<file path="src/rtl/mem_arbiter.sv">
// Two-port memory arbiter: instruction fetch and data ports share one memory bus.
// Data wins ties, with a burst limit so fetches cannot starve; stalled accesses time out.
module mem_arbiter #(
  parameter int TIMEOUT  = 255,
  parameter int DM_BURST = 2
) (
  input  logic        clk,
  input  logic        rst,
  input  logic        if_req,
  input  logic [31:0] if_addr,
  output logic [31:0] if_rdata,
  output logic        if_done,
  input  logic        dm_req,
  input  logic        dm_we,
  input  logic [31:0] dm_addr,
  input  logic [31:0] dm_wdata,
  output logic [31:0] dm_rdata,
  output logic        dm_done,
  output logic        mem_req,
  output logic        mem_we,
  output logic [31:0] mem_addr,
  output logic [31:0] mem_wdata,
  input  logic [31:0] mem_rdata,
  input  logic        mem_ready,
  output logic        err
);

  // state  | meaning
  // IDLE   | no access in flight, arbitrating incoming requests
  // IF_ACC | fetch access on the memory bus, waiting for mem_ready or timeout
  // DM_ACC | data access on the memory bus, waiting for mem_ready or timeout
  // RESP   | done (and err on timeout) pulsed to the grantee for one cycle
  localparam logic [1:0] IDLE   = 2'd0;
  localparam logic [1:0] IF_ACC = 2'd1;
  localparam logic [1:0] DM_ACC = 2'd2;
  localparam logic [1:0] RESP   = 2'd3;

  logic [1:0] state;
  logic [1:0] burst_cnt;
  logic [7:0] tmo_cnt;
  logic       grant_dm;
  logic       tmo_hit;
  logic       finish;

  // Data is preferred unless it has already taken DM_BURST grants past a waiting fetch.
  assign grant_dm = dm_req && !(if_req && (burst_cnt == 2'(DM_BURST)));
  assign tmo_hit  = (tmo_cnt == 8'(TIMEOUT - 1));
  assign finish   = mem_ready || tmo_hit;

  always_ff @(posedge clk or negedge rst) begin
    if (!rst) begin
      state     <= IDLE;
      burst_cnt <= 2'd0;
      tmo_cnt   <= 8'd0;
      mem_req   <= 1'b0;
      mem_we    <= 1'b0;
      mem_addr  <= 32'd0;
      mem_wdata <= 32'd0;
      if_rdata  <= 32'd0;
      dm_rdata  <= 32'd0;
      if_done   <= 1'b0;
      dm_done   <= 1'b0;
      err       <= 1'b0;
    end else begin
      if_done <= 1'b0;
      dm_done <= 1'b0;
      err     <= 1'b0;
      case (state)
        IDLE: begin
          if (!if_req) burst_cnt <= 2'd0;
          if (grant_dm) begin
            state     <= DM_ACC;
            mem_req   <= 1'b1;
            mem_we    <= dm_we;
            mem_addr  <= dm_addr;
            mem_wdata <= dm_wdata;
            tmo_cnt   <= 8'd0;
            if (if_req && burst_cnt != 2'd3) burst_cnt <= burst_cnt + 2'd1;
          end else if (if_req) begin
            state     <= IF_ACC;
            mem_req   <= 1'b1;
            mem_we    <= 1'b0;
            mem_addr  <= if_addr;
            mem_wdata <= 32'd0;
            tmo_cnt   <= 8'd0;
            burst_cnt <= 2'd0;
          end
        end
        IF_ACC, DM_ACC: begin
          if (!mem_ready) tmo_cnt <= tmo_cnt + 8'd1;
          if (finish) begin
            // A ready on the timeout cycle still counts as a normal completion.
            mem_req <= 1'b0;
            state   <= RESP;
            err     <= !mem_ready;
            if (state == IF_ACC) begin
              if_done  <= 1'b1;
              if_rdata <= mem_ready ? mem_rdata : 32'd0;
            end else begin
              dm_done <= 1'b1;
              if (!mem_ready)   dm_rdata <= 32'd0;
              else if (!mem_we) dm_rdata <= mem_rdata;
            end
          end
        end
        RESP:    state <= IDLE;
        default: state <= IDLE;
      endcase
    end
  end

endmodule
</file>
<file path="config.mk">
export PLATFORM = sky130hd
export DESIGN_NAME = mem_arbiter
export DESIGN_NICKNAME = d
export VERILOG_FILES = /design/src/rtl/mem_arbiter.sv
export SDC_FILE = /design/constraint.sdc
export NUM_CORES = 1
export LEC_CHECK = 0
export ABC_CLOCK_PERIOD_IN_PS = 4100
export BUFFER_PORTS_ARGS = -buffer_cell sky130_fd_sc_hd__buf_4
export CAP_MARGIN = 20
export CELL_PAD_IN_SITES_DETAIL_PLACEMENT = 1
export CELL_PAD_IN_SITES_GLOBAL_PLACEMENT = 2
export CORE_MARGIN = 3
export CORE_UTILIZATION = 31
export CTS_CLUSTER_DIAMETER = 100
export CTS_CLUSTER_SIZE = 30
export DETAILED_ROUTE_END_ITERATION = 10
export PLACE_DENSITY_LB_ADDON = 0.1
export SYNTH_ARGS = -nofsm -noshare
export SYNTH_HDL_FRONTEND = slang
export SYNTH_SLANG_ARGS = --single-unit
</file>
<file path="constraint.sdc">
create_clock -name clk -period 4.1 [get_ports clk]
set_input_delay 0.615 -clock clk [delete_from_list [all_inputs] [get_ports clk]]
set_output_delay 0.615 -clock clk [all_outputs]
set_load 0.1 [all_outputs]
</file>
* Word level (Yosys, flattened, before mapping)
Cells that the tools add are included.
** Storage, ports and cells
- Register bits :: 145
- Input bits :: 134
- Output and inout port bits :: 133
- Word-level logic and storage cells :: 74
** Operators by class
- Add/sub/neg operators :: 2
- Eq/ne operators :: 10
- Multiplexer cells :: 33
- Bitwise gates (word level) :: 1
- Reduce and logical (&&, ||, !) cells :: 16
** Operators with widths (count)
- $mux W32 :: 7
- $mux W8 :: 3
- $pmux W8 S2 :: 1
- $mux W2 :: 7
- $mux W1 :: 13
- $reduce_and A3 Y1 :: 3
- $add A8 B1 Y8 const B :: 1
- $eq A8 B8 Y1 const B :: 1
- $ne A2 B2 Y1 const B :: 4
- $eq A2 B2 Y1 const B :: 3
- $pmux W2 S3 :: 1
- $reduce_and A2 Y1 :: 2
- $reduce_and A4 Y1 :: 1
- $reduce_bool A2 Y1 :: 2
- $logic_and A1 B1 Y1 :: 3
- $ne A3 B3 Y1 const B :: 1
- $add A2 B1 Y2 const B :: 1
- $eq A2 B1 Y1 const B :: 1
- $logic_not A1 Y1 :: 2
- $logic_not A2 Y1 :: 1
- $pmux W1 S2 :: 1
- $reduce_or A2 Y1 :: 1
- $logic_or A1 B1 Y1 :: 1
- $not A1 Y1 :: 1

* Logic depth before layout (Yosys ltp)
- Depth after elaboration :: 6
- Depth in mapped cells :: 8
- Depth with buffers taken out :: 6

* Least setup slack after synthesis
Ideal clock, no wire load.
- Path kind :: register to register
- Start point :: reg mem_we
- End point :: reg dm_rdata[10]
- Library setup time :: 0.123 ns
- Data arrival time :: 1.741 ns
- Data required time :: 3.977 ns
- Path slack :: 2.236 ns
- Cell stages (with the launch flop) :: 6
- Buffers on the path :: 2
- Clock period less this slack :: 1.864 ns
- Path through :: dfrtp_1 > nor2b_1 > nor2b_1 > clkbuf_1 > clkbuf_1 > a22o_1
** Between the ends
- Word-level cells in the longest chain between the ends :: 2
** Ends and longest elaborated chain
- start: declaration :: RTL line 20 : output logic mem_we,
- start signal: assignment :: RTL line 74 : mem_we <= dm_we;
- $ne A2 B2 Y1 (no line)
- $reduce_and A4 Y1 (no line)
- end signal: assignment :: RTL line 102 : else if (!mem_we) dm_rdata <= mem_rdata;
- end: declaration :: RTL line 17 : output logic [31:0] dm_rdata,
No other way between the ends.
A chain may end at the register's enable or synchronous reset.

* Final worst setup path
- Start point :: reg state[0]
- End point :: reg tmo_cnt[7]
** Between the ends
- Word-level cells in the longest chain between the ends :: 4
- Elaborated cells between the ends (all ways) :: 9
- Classes of those cells :: 4 x eq/ne; 1 x mux; 4 x reduce/logical
** Ends and longest elaborated chain
- start: declaration :: RTL line 38 : logic [1:0] state;
- start signal: assignment :: RTL line 52 : state <= IDLE;
- start signal: assignment :: RTL line 72 : state <= DM_ACC;
- start signal: assignment :: RTL line 80 : state <= IF_ACC;
- $eq A2 B1 Y1 or $eq A2 B2 Y1 (tied branches) :: RTL line 68 : case (state)
- $reduce_or A2 Y1 :: RTL line 68
- $ne A2 B2 Y1 (no line) or $reduce_bool A2 Y1 (tied branches)
- $reduce_and A3 Y1 (no line)
- end signal: assignment :: RTL line 90 : if (!mem_ready) tmo_cnt <= tmo_cnt + 8'd1;
- end: declaration :: RTL line 40 : logic [7:0] tmo_cnt;
Several ways; a longest one is shown, not always the timed one.

==> summary.md <==
The number of inserted filler cells in the final layout was 1942; the number of global-route vias before repair was 5149. STA classifies the critical path endpoint as a flip-flop. The number of gates resized after CTS is 0. TritonCTS created 17 clock buffers. Traced cell by cell, the critical path runs through inv_1 -> ha_1 -> o211ai_1 -> or4_1 -> a21oi_1. The library cell used as clock root buffer is clkbuf_16. The worst slew margin relative to its limit is 40.2%, and the detailed-route wire length per cell is 19.7 um. The worst path uses 53.1% of the clock period. The first TritonRoute pass finished after 4 iterations.

The tools report the sum of negative setup slack as 0 ns. The synthesized netlist net count came out at 593. The biggest area contributor in the post-synthesis netlist is dfrtp_1. In this run the core area contains 49 standard-cell rows. For the number of top-level design ports, the log shows 267.

Sequential area share after synthesis: 63.2%. The number of flip-flops and latches in the synthesized netlist is 145, and the hold violation total from the final report is 0. The detailed router finished its first iteration with 181 violations.

The run finished with clean final reports. The DRC violation count after routing was 0; the clock network latency to the later pin of the worst-skew pair was 0.42 ns. For the global-route wire length before repair, the log shows 28.7 mm. After the last flow step, the layout net total stands at 852. Counting every sink on the clock net gives 145.

The worst setup path is launched from a flip-flop. Global routing consumed, over all layers together, 18.2% of the routing resources. The worst path buffer plus inverter count was 1; the overall die width was 142 um. Summed over all nets, the half-perimeter wirelength after detailed placement is 13.5 mm.

The tools report the initial antenna violation count as 0. Counting every instance in the synthesized netlist gives 453. The data required time of the critical path came out at 4.44 ns. Port buffer count: 266. The relative area change from synthesis to final layout is 49.2%, and the fraction of final layout cells with drive strength greater than 1 is 43.6%. After detailed routing, the total wire length is 18.8 mm. Number of max-cap violations: 0. The run gives 4 as the number of H-tree levels.

The synthesized area divided by synthesized cell count was 12.7 um2. Clock period minus final worst setup slack: 2.18 ns. The overall die area was 20200 um2; the die extent in y was 142 um. The worst hold path belongs to the class in2async. Setup repair after global routing left no endpoint under its margin. For met3 alone, demand over resource in global routing was 5.11%. In the final layout, flip-flops and latches occupy 3630 um2. Data arrival at the endpoint of the critical path: 2.51 ns. Leaving out fill and tap cells, the most frequent cell in the layout is buf_4. The clock edge transition at the registers on the reported setup and hold paths was 0.07 ns. In the final layout, the multi-input gates occupy 1960 um2. The number of distinct library cell variants in the gate-level netlist after synthesis is 37, and the peak per-stage delay on the critical path is 0.58 ns. For the initial core utilization, the log shows 31.7%.

Transition time at the pin with the least slew margin: 0.894 ns. In the post-synthesis netlist, the biggest area contributors are dfrtp_1 63%, a22o_1 15%, mux2i_1 5.6%. The max-slew violation count was 0; the maximum frequency from static timing analysis was 459 MHz.

Routing layer with the top usage in global route: met2. The clock arrives with 0.0116 ns of skew. Along the worst path, the maximum fanout reaches 13. Dividing the detail-routed via count by the number of cells gives 4.99. For the core area, the log shows 18100 um2.

The via count is 4757, and the maximum root-to-sink buffer count is 2. The tools report the post-route antenna net violation count as 0. The start-to-end type of the worst setup path is reg2reg.

The met1 track utilization from global routing is 23.3%, and the proportion of netlist area held by the largest area contributor is 63.2%. 0 antenna diodes ended up in the layout. Critical register-to-register path startpoint: state[0].

Routability-driven placement finished with a final weighted congestion of 0.802. Number of buffers inserted by post-CTS setup repair: 0. For this design, the CTS-stage hold fixing added 0 buffers. The tools report the cell area after synthesis as 5740 um2. TritonCTS built the clock tree.

Entering global routing, the biggest net connects 94 pins. For this run, global-route usage on met2 was measured as 29.8%. In the layout the commonest cells are 273 x buf_4, 145 x dfrtp_1, 97 x a22o_1. Tracing the worst setup path back leads to its startpoint at state[0].

The tools report the global-route congestion overflow total as 0. The run gives 0 as the yosys synthesis warning count. The slowest stage of the critical path is the or4_1 cell. The cell family contributing the most delay on the critical path is simple AND/OR/NAND/NOR gates. Setup violations remaining at the end of the flow were counted as 0.
==> area by class of cell <==
cell class                 instances  share of cell area [%]
clock inverter                    14                    1.66
inverter                           7                   0.307
multi-input combinational        266                    22.9
sequential                       145                    42.3
timing repair buffer             275                    24.3
tap                              229                    3.34
clock buffer                      18                    5.13
==> worst paths after layout <==
kind	endpoint	slack (ns)	cells past startpoint
setup / recovery	tmo_cnt[7]	1.92	5
hold / removal	dm_rdata[3]	0.26	1
setup reg to reg	tmo_cnt[7]	1.92	5
hold reg to reg	mem_addr[31]	0.48	2
max in group asynchronous	if_rdata[0]	2.85	2
min in group clk	mem_we	0.41	2
==> through the flow <==
step                instances  utilization, %  worst slack (ns)  cell area (um2)  hold WS (ns)
global route              954            47.4              1.73             8570         0.343
global placement          922            44.2              1.65             7990         0.465
CTS                       954            47.4              1.91             8570         0.321
detailed placement        922            44.2              1.61             7990         0.472
finish                    954            47.4              1.92             8570         0.262
floorplan                 453               -              2.24             5740         0.319
==> synth_stat cells <==
master	n
dfrtp_1	145
a22o_1	97
nand2_1	40
o21ai_0	36
mux2i_1	32
clkbuf_1	17
buf_2	15
nor2_1	8
inv_1	7
ha_1	6
a21oi_1	5
nand3_1	5
nand2b_1	4
or4_1	4
nor2b_1	3
o211ai_1	3
buf_1	2
mux2_2	2
nor3_1	2
o21bai_1	2
o31ai_1	2
a21boi_0	1
a21o_1	1
a31oi_1	1
and2_1	1
and3_1	1
clkbuf_2	1
nand4_4	1
nand4b_1	1
o21ai_1	1
o22ai_1	1
o2bb2ai_1	1
or2_0	1
or2_2	1
or3_2	1
or3b_1	1
xor2_1	1
==> metal layers <==
layer  vias up  wire, um  part of all wire, %
li1       2183         -                    -
met1      2360      7900                   42
met2       190      9090                   48
met3        24      1430                  7.6
met4         0       378                  2.0
met5         -         0                    0
==> worst register-to-register path, stage by stage, from the launching register on <==
cell and delay (ns):
dfrtp_1 0.37, inv_1 0.05, ha_1 0.53, o211ai_1 0.42, or4_1 0.58, a21oi_1 0.15
==> logic make-up after synthesis <==
logic type	Yosys count	share of synthesized area (%)
AO/OA/AOI/OAI	151	20.0
flip-flops	145	63.2
AND/OR/NAND/NOR	74	6.28
buffers and inverters	42	3.09
multiplexers	34	5.97
adder cells (fa/ha/maj)	6	1.31
XOR/XNOR	1	0.153
==> state kept, by name, indices dropped and copies added (netlist names) <==
signal and cells:
dm_rdata 32, if_rdata 32, mem_addr 32, mem_wdata 32
tmo_cnt 8, burst_cnt 2, state 2, dm_done 1
err 1, if_done 1, mem_req 1, mem_we 1
Power is not shown: default switching activity piles up to over one toggle a cycle in this logic, so the estimate is an artifact.
